**config.mk**
```make
export PLATFORM = sky130hd
export DESIGN_NAME = piso_stream
export DESIGN_NICKNAME = d
export VERILOG_FILES = /design/src/rtl/piso_stream.sv
export SDC_FILE = /design/constraint.sdc
export NUM_CORES = 1
export LEC_CHECK = 0
export ABC_AREA = 1
export CAP_MARGIN = 5
export CORE_MARGIN = 3
export CORE_UTILIZATION = 60
export CTS_CLUSTER_DIAMETER = 40
export CTS_CLUSTER_SIZE = 24
export DETAILED_ROUTE_END_ITERATION = 8
export DONT_BUFFER_PORTS = 1
export PLACE_DENSITY = 0.76
export SLEW_MARGIN = 25
export SYNTH_ARGS = -nofsm -noshare
export SYNTH_HDL_FRONTEND = slang
export SYNTH_SLANG_ARGS = --single-unit
```
**constraint.sdc**
```tcl
create_clock -name clk_i -period 1.93 [get_ports clk_i]
set_input_delay 0.193 -clock clk_i [delete_from_list [all_inputs] [get_ports clk_i]]
set_output_delay 0.193 -clock clk_i [all_outputs]
set_load 0.02 [all_outputs]
```
**src/rtl/piso_stream.sv**
```systemverilog
// Parallel-in serial-out shifter with a valid/ready load port and a one-word hold buffer.
// A strobe (en_i) paces the bits; back-to-back words serialise with no idle bit in between.
module piso_stream #(
  parameter int unsigned WIDTH     = 8,
  parameter bit          MSB_FIRST = 1'b1
) (
  input  logic             clk_i,
  input  logic             rst_i,
  input  logic             valid_i,
  input  logic [WIDTH-1:0] data_i,
  output logic             ready_o,
  input  logic             en_i,
  output logic             data_o,
  output logic             busy_o,
  output logic             last_o,
  output logic             done_o
);

  localparam int unsigned   CW       = $clog2(WIDTH);
  localparam logic [CW-1:0] CNT_LAST = CW'(WIDTH - 1);

  typedef enum logic {
    IDLE,
    SHIFT
  } state_t;

  state_t           state_q, state_d;
  logic [WIDTH-1:0] shreg_q, hold_q, shifted;
  logic [CW-1:0]    cnt_q;
  logic             hold_full_q;
  logic             done_q;
  logic             accept;
  logic             final_edge;

  always_comb begin
    accept     = valid_i && !hold_full_q;
    final_edge = (state_q == SHIFT) && en_i && (cnt_q == CNT_LAST);
    shifted    = MSB_FIRST ? {shreg_q[WIDTH-2:0], 1'b0} : {1'b0, shreg_q[WIDTH-1:1]};
  end

  always_ff @(posedge clk_i) begin
    if (rst_i) begin
      state_q <= IDLE;
    end else begin
      state_q <= state_d;
    end
  end

  always_comb begin
    state_d = state_q;
    case (state_q)
      IDLE:  if (accept) state_d = SHIFT;
      SHIFT: if (final_edge && !hold_full_q && !accept) state_d = IDLE;
      default: state_d = IDLE;
    endcase
  end

  // On the final-bit edge the held word takes priority over a fresh input word;
  // ready_o is low whenever hold is full, so the two can never collide.
  always_ff @(posedge clk_i) begin
    if (rst_i) begin
      shreg_q     <= '0;
      hold_q      <= '0;
      hold_full_q <= 1'b0;
      cnt_q       <= '0;
      done_q      <= 1'b0;
    end else begin
      done_q <= final_edge;
      if (state_q == IDLE) begin
        if (accept) begin
          shreg_q <= data_i;
          cnt_q   <= '0;
        end
      end else if (final_edge) begin
        cnt_q <= '0;
        if (hold_full_q) begin
          shreg_q     <= hold_q;
          hold_full_q <= 1'b0;
        end else if (accept) begin
          shreg_q <= data_i;
        end else begin
          shreg_q <= '0;
        end
      end else begin
        if (en_i) begin
          shreg_q <= shifted;
          cnt_q   <= cnt_q + 1'b1;
        end
        if (accept) begin
          hold_q      <= data_i;
          hold_full_q <= 1'b1;
        end
      end
    end
  end

  always_comb begin
    busy_o  = (state_q == SHIFT);
    last_o  = busy_o && (cnt_q == CNT_LAST);
    data_o  = busy_o ? (MSB_FIRST ? shreg_q[WIDTH-1] : shreg_q[0]) : 1'b0;
    ready_o = !hold_full_q;
    done_o  = done_q;
  end

endmodule

```
Word-level counts from Yosys, hierarchy flattened
Cells that the tools add are included.
{ "op_classes": {"bitwise": 2, "n_addsub": 1, "n_eq_ne": 2, "n_reduce_logical": 13, "n_mux": 16} }
{ "op_table": {"columns": ["op", "count"], "rows": [
  ["2-to-1 mux 8 bit", 6],
  ["2-to-1 mux 3 bit", 4],
  ["logical AND 1 bit", 6],
  ["2-to-1 mux 1 bit", 5],
  ["AND reduction 2 bit", 2],
  ["nonzero test 2 bit", 2],
  ["adder 3 x 1 -> 3 bit, second input constant", 1],
  ["equality test 3 bit, second input constant", 1],
  ["inequality test 3 x 2 -> 1 bit, second input constant", 1],
  ["AND reduction 3 bit", 1],
  ["zero test 1 bit", 2],
  ["NOT 1 bit", 2],
  ["case mux 1 bit (2 select lines)", 1]
]} }
{ "word_totals": {"wordCells": 40, "reg_bits": 22, "out_inout_bits": 5, "in_bits": 12} }

Depth between registers and ports, before layout
Gate-level depths: netlist (run 1).
{ "depth": {"ltp_word": 6, "mapped_depth": 9, "mapped_depth_nobuf": 9} }

Worst setup path before layout (run 1)
No wires, ideal clock.
{ "synth_path": {"kind": "register to register", "start": "reg cnt_q[0]", "end": "reg hold_q[0]", "path_slack_ns": 0.517, "n_path_buf": 0, "arrival_ns": 1.297, "stages_incl_launch_ff": 9, "cell_sequence": "dfxtp_1 > ha_1 > ha_1 > inv_1 > nor2_8 > nor2_8 > nand2_8 > o21ai_0 > nor2_1"} }
{ "synth_between": {"elab_chain_len": 4} }
{ "synth_lines": {"columns": ["item", "line", "text"], "rows": [
  ["start: declaration", "29", "logic [CW-1:0] cnt_q;"],
  ["start signal: assignment", "87", "cnt_q <= cnt_q + 1'b1;"],
  ["equality test 3 bit", "37", "final_edge = (state_q == SHIFT) && en_i && (cnt_q == CNT_LAST);"],
  ["logical AND 1 bit", "37", null],
  ["NOT 1 bit (no source line)", null, null],
  ["AND reduction 3 bit (no source line)", null, null],
  ["end signal: assignment", "90", "hold_q <= data_i;"],
  ["end: declaration", "28", "logic [WIDTH-1:0] shreg_q, hold_q, shifted;"]
]} }
No other way between the ends.
A chain may end at the register's enable or synchronous reset.

Worst setup path after layout (run 1)
{ "layout_path": {"start": "reg cnt_q[0]", "end": "reg hold_q[2]"} }
The elaborated chain is that of the path after synthesis.

==> reports/results.ini, run 1 <==
[floorplan]
die_w_um = 49.6
dieArea_um2 = 2460
die_h_um = 49.6
core_area_um2 = 1760
rows = 15
io_pins = 17
initial_utilization_pct = 64.8

[detailed_routing]
vias_per_cell = 5.29
drtAntennaViolNets = 0
wl_per_cell_um = 12.4
num_vias = 1016
postRouteWirelength_um = 2380
drcViolationCount = 0
drt-initial-drc-count = 15
drt_pass1_iterations = 4

[worst_setup_path]
crit_path_start_kind = register
crit_start = cnt_q[0]
rr_worst_depth = 8
end_kind = register
crit_end = hold_q[2]
worstPathRequired_ps = 2140
critical_path_arrival_ps = 1760
crit_type = register to register
r2r-start = cnt_q[0]
reg2reg_to = hold_q[2]
crit_fanout = 10
r2r_slack_ps = 380

[logic_synthesis]
yosys_warnings = 0
synthXorXnorAreaFrac_pct = 0
ys_ff_latch = 22
synth_mux_area_share_pct = 0
synth_top_family_by_area = simple AND/OR/NAND/NOR gates
synth_area_um2 = 1140
synth-adder-area-share_pct = 2.19
yosysSeqAreaShare_pct = 38.6
synth_simple_gate_area_share_pct = 37.2
synth_fp_nets = 179
synth_compound_gate_area_share_pct = 15.1
synth.avg_cell_area_um2 = 6.92
synth.distinct_cells = 19
synth_cells = 165

[power_and_ir_drop]
powerDensity_nw_per_um2 = 756
p_leak_nw = 0.548
combinationalPowerShare_pct = 16.1
intPower_w = 0.000652
swShare_pct = 28.5
p_seq_share_pct = 55.8
vdd_drop_max_mv = 0.422
p_sw_w = 0.000260
p_clk_share_pct = 28.1

[global_route]
grt_pass1_vias = 998
grt_pass1_wl_um = 4330
grt_overflow_total = 0
grt_max_degree = 15
antenna_found_initial = 0
grt.total_usage_pct = 22.1

[timing]
slew_headroom_pct = 74.9
finalCriticalPeriod_ps = 1550
tightest_slew_ps = 376
finalCritPeriodShare_pct = 80.5
setup_viol = 0
slew_viol_final = 0
tns_ps = 0
hold_violations = 0
rsz0062_at_grt = no
skew_ps = 6.36
fmax_mhz = 644

[cells_and_area]
final_cell_count_no_fill = 192
antennaDiodeCount = 0
multi_input_area_um2 = 623
drive_gt1_share_pct = 11.4
nFillCells = 171
ff_latch_area_um2 = 440
layout.nets = 182
syn2layout_area_growth_pct = 5.59

[hold_path]
worstHoldPathType = input pin to register

[place]
dp_cells = 187
routabilityCongestion = 0.839
port_buffers = 0
hpwl_um = 1810

[clock_network]
cts_max_path_buffers = 2
cts-root-buf = clkbuf_4
cts_tree = done
clk_latency_ps = 310
path_clk_slew_ps = 130
cts_buffers = 3
post_cts.repair.setup_buffers = 0
htree_num_levels = 1
clkSinkCount = 22

[run_status]
status = finished clean

[run]
maxCapViolCount = 0

cells in the mapped netlist, drive strengths merged:
library cell | number | area, um^2
o21ai | 20 | 100
clkinv | 1 | 8.76
nand3 | 7 | 47.6
dfxtp | 22 | 440
ha | 2 | 25.0
buf | 3 | 17.5
nor2 | 28 | 140
inv | 13 | 48.8
nand2 | 55 | 238
a21oi | 13 | 72.6
clkbuf | 1 | 3.75
layout by cell type (no fill, tap or decap), drive strengths merged:
cell type,n
o21ai,20
dlygate4sd3,1
nand2,55
ha,2
inv,13
buf,1
nand3,7
clkinv,1
dfxtp,22
nor2,28
clkbuf,4
a21oi,13
per-layer routing:
layer	up-vias	GRT usage, %	wire length (um)
met1	453	28.5	1070
li1	529	-	-
met4	0	5.53	9
met5	-	0	0
met2	32	36.8	1120
met3	2	5.44	187
worst max-delay path, stage by stage (launching register included):
cell and delay, ps:
dfxtp_1 350, ha_1 200, ha_1 220, inv_1 150, nor2_8 80, nor2_8 140, nand2_8 90, o21ai_0 160
nor2_1 60
power groups by stage:
stage	logic (W)	registers [W]	clock network, W
after floorplan	0.000123	0.000513	0
after global placement	0.000139	0.000518	0
after detailed placement	0.000143	0.000519	0
after CTS	0.000148	0.000509	0.000260
after global routing	0.000170	0.000514	0.000279
final	0.000147	0.000509	0.000256
cell type report:
class / count / share of cell area, %
repair buffers: 2 / 1.45
multi-input cells: 125 / 51.7
clock buffers: 4 / 3.01
flip-flops and latches: 22 / 36.5
well taps: 25 / 2.59
inverters: 14 / 4.77
state kept, by name, summed over array words and instances, names as in the netlist:
name and cells:
done_o 1, hold_full_q 1, hold_q 8, busy_o 1
shreg_q 8, cnt_q 3
stage by stage:
step                      hold WS (ps)  setup slack, ps  total power [W]  util [%]  area (um^2)
after floorplan                    356              517         0.000637         -         1140
after global placement             263              437         0.000657      65.7         1160
after detailed placement           265              397         0.000662      65.7         1160
after CTS                         44.3              371         0.000917      68.4         1210
after global routing              48.5              284         0.000963      68.4         1210
final                             46.6              377         0.000912      68.4         1210
how the worst min path moves through the flow:
| stage | cells after the start | from | endpoint |
|---|---|---|---|
| after floorplan | 2 | data_i[0] | hold_q[0] |
| after global placement | 1 | rst_i | hold_full_q |
| after detailed placement | 1 | rst_i | cnt_q[2] |
| after CTS | 2 | data_i[6] | hold_q[6] |
| after global routing | 2 | data_i[3] | hold_q[3] |
| final | 2 | data_i[4] | hold_q[4] |
cells by family (layout without fill, tap and decap cells):
family / count (synthesis) / count (layout)
buf+inv: 18 / 20
flops: 22 / 22
compound gates: 33 / 33
simple gates: 90 / 90
fa+ha+maj: 2 / 2
timing repair:
item,CTS,global route
hold buffers,1,0
resized for setup,0,0
hold endpoints to repair,8,0
No activity file was read; power rests on OpenSTA's default activity.
==> run 2, diff against run 1 <==
Settings changed: CORE_UTILIZATION 60 to 55, PLACE_DENSITY 0.76 to 0.73.
Clock period 1.93 ns to 1.3 ns, I/O delays scaled along.
==> run 2 against run 1 <==
Compared with the run above: the run now ends with hold timing, setup timing left; cell count up 8.9%; sequential cell count did not move; fmax grew 12%; register-to-register slack got worse by 470 ps; combinational power is 110% higher; global-route usage rose by 2.7 points; utilization grew 14 points; non-clock buffer count increased by 16; wire length grew 32%; highest routed layer unchanged.
==> reports/results.ini, run 2 (synthesized netlist as in run 1, its figures left out) <==
[detailed_routing]
drt-initial-drc-count = 45
drtAntennaViolNets = 0
drt_pass1_iterations = 4
postRouteWirelength_um = 3150
vias_per_cell = 5.64
drcViolationCount = 0
num_vias = 1179
wl_per_cell_um = 15.1

[power_and_ir_drop]
p_leak_nw = 0.674
powerDensity_nw_per_um2 = 975
vdd_drop_max_mv = 0.782

[clock_network]
clkSinkCount = 22
cts_hold_buf = 8
cts-root-buf = clkbuf_4
cts_tree = done
clk_latency_ps = 330
path_clk_slew_ps = 130
cts_buffers = 3
htree_num_levels = 1
cts_max_path_buffers = 2

[place]
dp_cells = 193
placed_cell_area_um2 = 1220
pre_cts_slack_ps = -97.2
port_buffers = 0
hpwl_um = 1860
routabilityCongestion = 0.834

[timing]
slew_viol_final = 0
tightest_slew_ps = 475
hold_violations = 8
finalCritPeriodShare_pct = 107
tns_ps = -800
finalCriticalPeriod_ps = 1390
rsz0062_at_grt = yes
slew_headroom_pct = 68.3
setup_viol = 14
fin_worst_hold_slack_ps = -158
fmax_mhz = 718
skew_ps = 2.86
layout_setup_ws_ps = -92.7

[hold_path]
worstHoldPathType = input pin to register

[floorplan]
die_w_um = 51.6
rows = 15
io_pins = 17
die_h_um = 51.6
core_area_um2 = 1840
initial_utilization_pct = 62.1
dieArea_um2 = 2660

[worst_setup_path]
path_cells = ha_4 -> ha_4 -> inv_4 -> nor2_8 -> nor2_8 -> nand2_4 -> o21ai_1 -> nor2_1
crit_type = register to register
cp_slowest_cell = dfxtp_2
critical_path_arrival_ps = 1630
slowest_delay_ps = 360
crit_end = hold_q[1]
r2r_slack_ps = -90
crit_start = cnt_q[0]
cp_top_family = simple AND/OR/NAND/NOR gates
crit_path_start_kind = register
crit_fanout = 6
r2r-start = cnt_q[0]
cp_num_buf_inv = 1
worstPathRequired_ps = 1530
reg2reg_to = hold_q[1]
rr_worst_depth = 8
cp_num_cells = 8
end_kind = register

[global_route]
grt_pass1_vias = 1116
grt_overflow_total = 0
grt.total_usage_pct = 24.8
grt_pass1_wl_um = 4900
grt_max_degree = 15
antenna_found_initial = 0

[cells_and_area]
layout_common_cells = nand2_1, dfxtp_1, nor2_1
layout.nets = 199
nFillCells = 129
final_common_cell = nand2_1
reg.largest.list = hold_q x8, shreg_q x8, cnt_q x3
syn2layout_area_growth_pct = 31.9
drive_gt1_share_pct = 34.8
multi_input_area_um2 = 758
postLayoutCellArea_um2 = 1510
ff_latch_area_um2 = 444
antennaDiodeCount = 0
final_cell_count_no_fill = 209

[run]
maxCapViolCount = 0

[run_status]
violations = hold timing, setup timing
status = finished, violations left

[run 2: cell types whose count changed in the layout (fill, tap and decap cells not counted), sizes merged]
cell,delta
buf,+9
dlygate4sd3,+7
nand2,+1
[run 2: stage by stage]
step	total power (W)	util (%)
6_report	0.00147	81.9
5_1_grt	0.00154	81.9
4_1_cts	0.00141	75.7
3_5_place_dp	0.000998	66.4
3_3_place_gp	0.000991	66.4
2_1_floorplan	0.000947	-
[run 2: how the worst min path moves through the flow]
stage                    from  cells past startpoint   endpoint  slack (ps)
floorplan           data_i[0]                      2  hold_q[0]         280
global placement        rst_i                      1     busy_o         190
detailed placement      rst_i                      1     busy_o         200
CTS                     rst_i                      1     busy_o        -150
global route            rst_i                      1     busy_o        -180
finish                  rst_i                      1     busy_o        -160
[run 2: area by class of cell]
cell class / instances / share of cell area [%]
Timing Repair Buffer: 18 / 11.0
Clock buffer: 4 / 2.41
Inverter: 14 / 4.65
Sequential cell: 22 / 29.5
Tap cell: 25 / 2.08
Multi-Input combinational cell: 126 / 50.3
[run 2: metal layers]
metal | global-route usage, % | vias to the layer above | share of wire (%)
li1 | - | 566 | -
met1 | 29.6 | 546 | 40
met2 | 41.5 | 55 | 49
met3 | 6.59 | 12 | 6.6
met4 | 11.4 | 0 | 4.0
met5 | 0 | - | 0
[run 2: repair_timing]
| item | in CTS | in global routing |
|---|---|---|
| endpoints found under the setup margin | 18 | 20 |
| setup buffers | 2 | 2 |
| resized for setup | 9 | 34 |
| gates cloned | 1 | 0 |
| hold endpoints to repair | 16 | 8 |
| pin swaps | 3 | 13 |
[run 2: report_power, final]
group	total (W)	switching, W	internal, W
sequential	0.000759	0.0000356	0.000724
combinational	0.000309	0.000192	0.000117
clock	0.000400	0.000228	0.000172
total	0.00147	0.000455	0.00101
